## src/rtl/leaf_hub_link.sv

```systemverilog
// Leaf-side endpoint of the root-hub link: decodes root frames into core payloads and
// round pulses, and frames local messages and status changes back up to the root.
module leaf_hub_link #(
  parameter int INTERCONNECT_WIDTH = 64,
  parameter int OPCODE_WIDTH       = 3,
  parameter int PAYLOAD_WIDTH      = INTERCONNECT_WIDTH - OPCODE_WIDTH,
  parameter int COUNT_WIDTH        = 16
) (
  input  logic                          clk,
  input  logic                          reset,
  input  logic [INTERCONNECT_WIDTH-1:0] upstream_fifo_in_data,
  input  logic                          upstream_fifo_in_valid,
  output logic                          upstream_fifo_in_ready,
  output logic [INTERCONNECT_WIDTH-1:0] upstream_fifo_out_data,
  output logic                          upstream_fifo_out_valid,
  input  logic                          upstream_fifo_out_ready,
  output logic [PAYLOAD_WIDTH-1:0]      core_in_data,
  output logic                          core_in_valid,
  input  logic                          core_in_ready,
  input  logic [PAYLOAD_WIDTH-1:0]      core_out_data,
  input  logic                          core_out_valid,
  output logic                          core_out_ready,
  input  logic                          local_has_message_flying,
  input  logic                          local_has_odd_clusters,
  output logic                          new_round_start,
  output logic                          round_done,
  output logic                          upstream_has_message_flying,
  output logic                          upstream_has_odd_clusters,
  output logic [COUNT_WIDTH-1:0]        rx_data_count,
  output logic [COUNT_WIDTH-1:0]        tx_data_count,
  output logic                          protocol_error
);

  localparam logic [OPCODE_WIDTH-1:0] OP_NOP    = OPCODE_WIDTH'(0);
  localparam logic [OPCODE_WIDTH-1:0] OP_START  = OPCODE_WIDTH'(1);
  localparam logic [OPCODE_WIDTH-1:0] OP_DATA   = OPCODE_WIDTH'(2);
  localparam logic [OPCODE_WIDTH-1:0] OP_DONE   = OPCODE_WIDTH'(3);
  localparam logic [OPCODE_WIDTH-1:0] OP_STATUS = OPCODE_WIDTH'(4);

  typedef enum logic [1:0] {IDLE, SEND_STATUS, SEND_DATA} out_state_t;

  out_state_t              state, state_next;
  logic                    running;
  logic [1:0]              last_sent_status;
  logic [1:0]              status_now;
  logic                    status_pending;
  logic                    in_accept, start_accept, out_free, load_status, load_data;
  logic [OPCODE_WIDTH-1:0] in_op;

  // running holds the link quiet for the first edge after reset releases
  assign in_op                  = upstream_fifo_in_data[INTERCONNECT_WIDTH-1 -: OPCODE_WIDTH];
  assign upstream_fifo_in_ready = running & (!core_in_valid | core_in_ready);
  assign in_accept              = upstream_fifo_in_valid & upstream_fifo_in_ready;
  assign start_accept           = in_accept & (in_op == OP_START);

  assign status_now              = {local_has_message_flying, local_has_odd_clusters};
  assign status_pending          = status_now != last_sent_status;
  assign upstream_fifo_out_valid = state != IDLE;
  assign out_free                = running & (!upstream_fifo_out_valid | upstream_fifo_out_ready);
  assign core_out_ready          = out_free & !status_pending;

  always_ff @(posedge clk) begin
    if (!reset) begin
      running         <= 1'b0;
      core_in_valid   <= 1'b0;
      core_in_data    <= '0;
      new_round_start <= 1'b0;
      round_done      <= 1'b0;
      rx_data_count   <= '0;
      protocol_error  <= 1'b0;
    end else begin
      running         <= 1'b1;
      new_round_start <= 1'b0;
      round_done      <= 1'b0;
      if (core_in_valid && core_in_ready) core_in_valid <= 1'b0;
      if (in_accept) begin
        case (in_op)
          OP_NOP: ;
          OP_START: begin
            new_round_start <= 1'b1;
            rx_data_count   <= '0;
            protocol_error  <= 1'b0;
          end
          OP_DATA: begin
            core_in_valid <= 1'b1;
            core_in_data  <= upstream_fifo_in_data[PAYLOAD_WIDTH-1:0];
            rx_data_count <= rx_data_count + COUNT_WIDTH'(1);
          end
          OP_DONE: round_done <= 1'b1;
          default: protocol_error <= 1'b1;
        endcase
      end
    end
  end

  // status frames win the output register over local data
  always_comb begin
    state_next  = state;
    load_status = 1'b0;
    load_data   = 1'b0;
    if (out_free) begin
      if (status_pending) begin
        state_next  = SEND_STATUS;
        load_status = 1'b1;
      end else if (core_out_valid) begin
        state_next = SEND_DATA;
        load_data  = 1'b1;
      end else begin
        state_next = IDLE;
      end
    end
  end

  always_ff @(posedge clk) begin
    if (!reset) begin
      state                  <= IDLE;
      upstream_fifo_out_data <= '0;
      last_sent_status       <= 2'b00;
      tx_data_count          <= '0;
    end else begin
      state <= state_next;
      if (load_status) begin
        upstream_fifo_out_data <= {OP_STATUS, PAYLOAD_WIDTH'(status_now)};
        last_sent_status       <= status_now;
      end else if (load_data) begin
        upstream_fifo_out_data <= {OP_DATA, core_out_data};
      end
      if (start_accept) tx_data_count <= '0;
      else if (load_data) tx_data_count <= tx_data_count + COUNT_WIDTH'(1);
    end
  end

  always_ff @(posedge clk) begin
    if (!reset) begin
      upstream_has_message_flying <= 1'b0;
      upstream_has_odd_clusters   <= 1'b0;
    end else begin
      upstream_has_message_flying <= local_has_message_flying | core_in_valid |
                                     upstream_fifo_out_valid | status_pending |
                                     upstream_fifo_in_valid;
      upstream_has_odd_clusters   <= local_has_odd_clusters;
    end
  end

endmodule

```

## config.mk

```make
export PLATFORM = sky130hd
export DESIGN_NAME = leaf_hub_link
export DESIGN_NICKNAME = d
export VERILOG_FILES = /design/src/rtl/leaf_hub_link.sv
export SDC_FILE = /design/constraint.sdc
export NUM_CORES = 1
export LEC_CHECK = 0
export ABC_CLOCK_PERIOD_IN_PS = 5400
export BUFFER_PORTS_ARGS = -buffer_cell sky130_fd_sc_hd__buf_2
export CAP_MARGIN = 20
export CORE_MARGIN = 2
export CORE_UTILIZATION = 50
export DETAILED_ROUTE_END_ITERATION = 8
export PLACE_DENSITY = 0.85
export SYNTH_ARGS = -nofsm -noshare
export SYNTH_HDL_FRONTEND = slang
export SYNTH_SLANG_ARGS = --single-unit
```

## constraint.sdc

```tcl
create_clock -name clk -period 5.4 [get_ports clk]
set_clock_uncertainty 0.2 [all_clocks]
set_input_delay 0.81 -clock clk [delete_from_list [all_inputs] [get_ports clk]]
set_output_delay 0.81 -clock clk [all_outputs]
set_load 0.1 [all_outputs]
```

# Yosys cells after proc, flatten, opt, wreduce, memory -nomap -nowiden
# Index checks and enable logic that the tools add are counted.
# totals
regBits	167
input_bits	133
out_inout_bits	166
word_cells	65
# op_classes
n_addsub	2
n_eq_ne	4
n_mux	17
bitwise_logic	13
n_reduce_logical	15
# op_table
operator	n
$mux W64	2
$add A16 B1 Y16 const B	2
$pmux W16 S2	1
$mux W1	11
$reduce_and A2 Y1	4
$eq A3 B2 Y1 const B	2
$or A1 B1 Y1	6
$reduce_bool A2 Y1	3
$and A1 B1 Y1	5
$mux W2	2
$reduce_or A2 Y1	2
$eq A3 B1 Y1 const B	1
$logic_not A1 Y1	3
$logic_not A3 Y1	1
$reduce_or A3 Y1	1
$ne A2 B2 Y1	1
$not A1 Y1	2
$pmux W1 S2	1
$logic_and A1 B1 Y1	1

# Depth between registers and ports, before layout
# Gate-level depths: netlist of the first run.
# logic_depth
word_depth	7
ltp_mapped	7
depth_no_buf	5

# Worst setup path before layout of the first run
# Ideal clock, no wire load.
# synth_timing
path_kind	input-to-output
startpoint	input local_has_message_flying
endpoint	output core_out_ready
t_arrival_ps	1857
t_required_ps	4390
setup_slack_ps	2533
cell_stages	3
path_buffers	0
path_cell_list	xnor2_2 > nand4_2 > inv_1
# synth_between
elab_chain_len	3
# synth_rtl
element	line	rtl
start, declared	23	input logic local_has_message_flying,
$ne A2 B2 Y1	57	assign status_pending = status_now != last_sent_status;
$logic_not A1 Y1	60	assign core_out_ready = out_free & !status_pending;
$and A1 B1 Y1	60	
end, declared	22	output logic core_out_ready,
# No other way between the ends.

# Final worst setup path of the first run
# Ends and elaborated chain as after synthesis.

==> qor.yml, run 1 <==
synth:
  synth_area_leaders: "dfxtp_1 52%, nand2_1 15%, a21oi_1 12%"
  ys_seq_area_frac: 0.515
  yosysWarnings: 0
  synth_top_area_frac: 0.515
  synth_area_leader_cell: "dfxtp_1"
  syn_area_sq_um: 6490
  synth_nets: 932
  async_reset_ff_frac: 0
  yosysMostFrequentCell: "nand2_1"
  synth-seq-cells: 167
  synth_cells: 797
  synth_edf_count: 0
  avgSynthCellArea_sq_um: 8.14
  yosys.cell_types.count: 52
  synth_common_cells: "262 x nand2_1, 167 x dfxtp_1, 152 x a21oi_1"
  ys.flop_type: "dfxtp_1"
critical_path:
  endpoint_kind: "output pin"
  criticalPathCategory: "in -> out"
  cp-start-kind: "input port"
  reg2reg_from: "last_sent_status[1]"
  rr_worst_depth: 5
  worstPathArrival_ns: 2.28
  path_max_fanout: 19
  r2r-end: "tx_data_count[0]"
  crit_required_ns: 4.39
  r2r_slack_ns: 3.00
die:
  die_area_sq_um: 13900
  fp-row-count: 41
  die_w_um: 118
  die_height_um: 118
  ioPinCount: 299
  initial_core_util: 0.512
  placeableCoreArea_sq_um: 12700
timing:
  setup_violations: 0
  hold_viol_final: 0
  rsz0062_at_grt: "false"
  period_needed_ns: 3.29
  setup-tns-final_ns: 0
  worst_pin_slew_ns: 0.959
  finalCritPeriodShare: 0.608
  slew_headroom: 0.358
  slew_viol_final: 0
  max_clock_freq_mhz: 304
drt:
  met3WireLength_um: 1310
  post_drt_wl_per_cell_um: 14.6
  routed_wl_um: 18300
  route.met2.wl_um: 9210
  drt_iter0_markers: 462
  via_count: 6553
  top_layer_used: "met4"
  antenna_left: 0
  viasPerCell: 5.22
  post-route-drc-count: 0
  wl_met1_um: 7300
  firstDrtPassIters: 5
placed_design:
  hpwl_um: 13000
  io_buffers: 297
  routabilityCongestion: 0.863
flow_run:
  maxCapViolations: 0
clock_network:
  cts_tree: "built"
  cts_sinks: 167
  clk_path_buf_depth: 2
  worst_skew_pair.late_latency_ns: 0.42
  post_cts_buffers: 0
  clock-root-buffer: "clkbuf_16"
  hold_buffers: 0
  path_clk_slew_ns: 0.06
  htreeDepth: 4
  cts_buffers: 17
  cts_resized: 0
pwr:
  fin_total_pwr_w: 0.00278
  vdd_ir_drop_max_uv: 220
  power.density_nw_per_um2: 323
  p_leak_nw: 3.66
min_path:
  hold_depth: 2
  min_to: "upstream_fifo_out_data[16]"
  min_path_type: "reg -> reg"
  hold_path_startpoint: "upstream_fifo_out_data[16]"
grt:
  grt_pass1_vias: 6125
  antenna_found_initial: 1
  grt_usage: 0.260
  globalRoute.totalOverflow: 0
  grt_max_degree: 69
  grt_pass1_wl_um: 29400
cells_and_area:
  area_growth_pct: 32.9
  num-fill-cells: 1046
  nets: 1203
  post-route-util: 0.680
  drive_gt1_frac: 0.327
outcome:
  status: "finished clean"
-- worst max path at each step --
| stage | start | to | slack (ns) | cells after the start |
|---|---|---|---|---|
| after CTS | local_has_message_flying | core_out_ready | 2.13 | 5 |
| final | local_has_message_flying | core_out_ready | 2.11 | 5 |
| after floorplan | local_has_message_flying | core_out_ready | 2.53 | 3 |
| after global routing | local_has_message_flying | core_out_ready | 1.99 | 5 |
| after detailed placement | local_has_odd_clusters | core_out_ready | 2.18 | 5 |
| after global placement | local_has_message_flying | core_out_ready | 2.20 | 5 |
-- cells in the final DEF, fill, tap and decap left out, types with 6 or more instances in the layout --
cell	n
nor2_1	14
o31ai_1	16
clkbuf_16	17
buf_2	297
buf_4	6
dfxtp_1	167
nand4_1	12
nand2_1	262
and2_1	6
nand3_1	13
o21ai_0	10
a21oi_1	152
clkinvlp_4	6
inv_1	8
or4_1	16
-- per-stage QoR --
stage / worst slack (ns) / cell area (sq um) / instances / hold WS, ns
finish: 2.11 / 8620 / 1255 / 0.250
global route: 1.99 / 8620 / 1254 / 0.264
CTS: 2.13 / 8600 / 1252 / 0.252
detailed placement: 2.18 / 8000 / 1220 / 0.244
global placement: 2.20 / 8000 / 1220 / 0.238
floorplan: 2.53 / 6490 / 797 / 0.294
-- layer usage --
layer | up-vias | global-route usage
met5 | - | 0
met4 | 0 | 0.105
met3 | 33 | 0.0766
met2 | 253 | 0.456
met1 | 3009 | 0.296
li1 | 3258 | -
-- worst max-delay path, stage by stage --
cell and delay [ns]:
buf_2 0.14, xnor2_2 0.25, nand4_2 0.43, inv_1 0.19, buf_2 0.45
-- state kept, by name, indices dropped and copies added, names as in the netlist --
name	count
core_in_data	61
core_in_valid	1
last_sent_status	2
new_round_start	1
protocol_error	1
round_done	1
running	1
rx_data_count	16
state	2
tx_data_count	16
upstream_fifo_out_data	63
upstream_has_message_flying	1
upstream_has_odd_clusters	1
-- cells by family after synthesis --
logic type,count (synthesis),synth area share
xor+xnor,6,0.0116
mux,2,0.00347
simple gates,364,0.254
fa+ha+maj,2,0.00386
compound gates,194,0.167
buf+inv,61,0.0447
other cells,1,0.000578
flops,167,0.515
-- power by group --
| part | switching (W) | total (W) | internal (W) |
|---|---|---|---|
| sequential | 0.0000119 | 0.00126 | 0.00125 |
| clock | 0.000479 | 0.00119 | 0.000716 |
| combinational | 0.000249 | 0.000325 | 0.0000761 |
| total | 0.000739 | 0.00278 | 0.00204 |
-- final cells by class --
type / count / area, sq um / area share
clock inverter: 11 / 124 / 0.0144
antenna: 2 / 5.00 / 0.000580
clock buffer: 21 / 470 / 0.0546
sequential: 167 / 3340 / 0.388
inverter: 9 / 33.8 / 0.00392
multi-input combinational: 569 / 2880 / 0.334
tap: 172 / 215 / 0.0250
timing repair buffer: 304 / 1550 / 0.180
Power figures use the tool's default switching activity.
==> run 2: changes to the inputs <==
ABC_CLOCK_PERIOD_IN_PS = 3400   (was 5400)
CORE_UTILIZATION = 47   (was 50)
PLACE_DENSITY = 0.8   (was 0.85)
clock period = 3.4 ns   (was 5.4 ns; I/O delays follow)
==> run 2 against run 1 <==
  * Sequential power grew 60%
  * Die area grew 6.2%
  * Sequential cell count is the same
  * Total power grew 63%
  * Critical endpoint unchanged
==> qor.yml, run 2 (synthesis gave the netlist of run 1 again) <==
cells_and_area:
  regArea_sq_um: 3340
  largest_reg_flops: 63
  reg_top3: "upstream_fifo_out_data x63, core_in_data x61"
  area_growth_pct: 33.7
  layout_common_cells: "297 x buf_2, 262 x nand2_1, 167 x dfxtp_1, 152 x a21oi_1, 17 x clkbuf_16"
  multiInputGateArea_sq_um: 2880
  drive_gt1_frac: 0.326
  nets: 1207
  largest-register: "upstream_fifo_out_data"
  final_common_cell: "buf_2"
  stdcell_area_sq_um: 8670
  num-fill-cells: 1181
die:
  initial_core_util: 0.486
  ioPinCount: 299
  die_w_um: 122
  placeableCoreArea_sq_um: 13300
  fp-row-count: 42
  die_height_um: 122
  die_area_sq_um: 14800
min_path:
  hold_depth: 3
  min_path_type: "in -> reg"
drt:
  drt_iter0_markers: 493
  antenna_left: 0
  post-route-drc-count: 0
  firstDrtPassIters: 5
  via_count: 6502
  routed_wl_um: 18400
  viasPerCell: 5.15
  post_drt_wl_per_cell_um: 14.6
placed_design:
  io_buffers: 297
  hpwl_um: 13200
  dpl-instance-area_sq_um: 8060
  routabilityCongestion: 0.813
  post-place-ws_ns: 0.966
clock_network:
  cts_tree: "built"
  cts_sinks: 167
  cts_buffers: 17
  clock-root-buffer: "clkbuf_16"
  cts_resized: 0
  worst_skew_pair.late_latency_ns: 0.42
  post_cts_buffers: 0
  path_clk_slew_ns: 0.06
  clk_path_buf_depth: 2
  htreeDepth: 4
  hold_buffers: 0
grt:
  grt_pass1_wl_um: 28200
  grt_max_degree: 63
  grt_pass1_vias: 5934
  grt_usage: 0.239
  globalRoute.totalOverflow: 0
  antenna_found_initial: 2
timing:
  hold_viol_final: 0
  finalWorstSetupSlack_ns: 0.800
  max_clock_freq_mhz: 385
  setup-tns-final_ns: 0
  worst_pin_slew_ns: 0.828
  setup_violations: 0
  rsz0062_at_grt: "false"
  slew_viol_final: 0
  slew_headroom: 0.446
  period_needed_ns: 2.60
  hold_slack_ns: 0.123
  finalCritPeriodShare: 0.765
critical_path:
  criticalPathCategory: "reg -> out"
  cp-start-kind: "flip-flop"
  rr_worst_depth: 4
  crit_required_ns: 2.69
  endpoint_kind: "output pin"
  path_max_fanout: 19
  worstPathArrival_ns: 1.89
pwr:
  power.density_nw_per_um2: 522
  vdd_ir_drop_max_uv: 325
  p_leak_nw: 3.69
  fin_total_pwr_w: 0.00453
outcome:
  status: "finished clean"
flow_run:
  maxCapViolations: 0
[run 2: worst max-delay path: stages, from the launching register on]
cell and delay (ns):
dfxtp_1 0.35, xnor2_2 0.28, nand4_2 0.13, buf_4 0.21, inv_1 0.08, buf_2 0.42
[run 2: area by class of cell]
cell class,instances,share of cell area
flip-flops and latches,167,0.385
clock inverters,11,0.0200
well taps,176,0.0254
clock buffers,21,0.0508
repair buffers,308,0.182
inverters,9,0.00389
multi-input cells,569,0.332
diodes,1,0.000288
[run 2: path summary, 6_finish.rpt]
path                            slack, ns                start                          to
worst max-delay path                 0.80  last_sent_status[1]              core_out_ready
worst min-delay path                 0.12    core_out_data[51]  upstream_fifo_out_data[51]
worst max register to register       1.22              running           tx_data_count[15]
worst min register to register       0.25     core_in_data[51]            core_in_data[51]
[run 2: metrics by stage]
stage,cells,utilization
2_1_floorplan,797,-
3_3_place_gp,1229,0.604
3_5_place_dp,1229,0.604
4_1_cts,1261,0.650
5_1_grt,1262,0.650
6_report,1262,0.650
[run 2: power breakdown]
part	switching, W	total (W)	internal [W]
Combinational	0.000396	0.000521	0.000125
Clock	0.000766	0.00200	0.00123
Sequential	0.0000188	0.00201	0.00199
[run 2: metal layers]
metal	up-vias	GRT usage	wire (um)
met5	-	0	12
li1	3272	-	-
met2	258	0.409	9120
met3	36	0.0677	1420
met4	2	0.103	491
met1	2934	0.280	7340
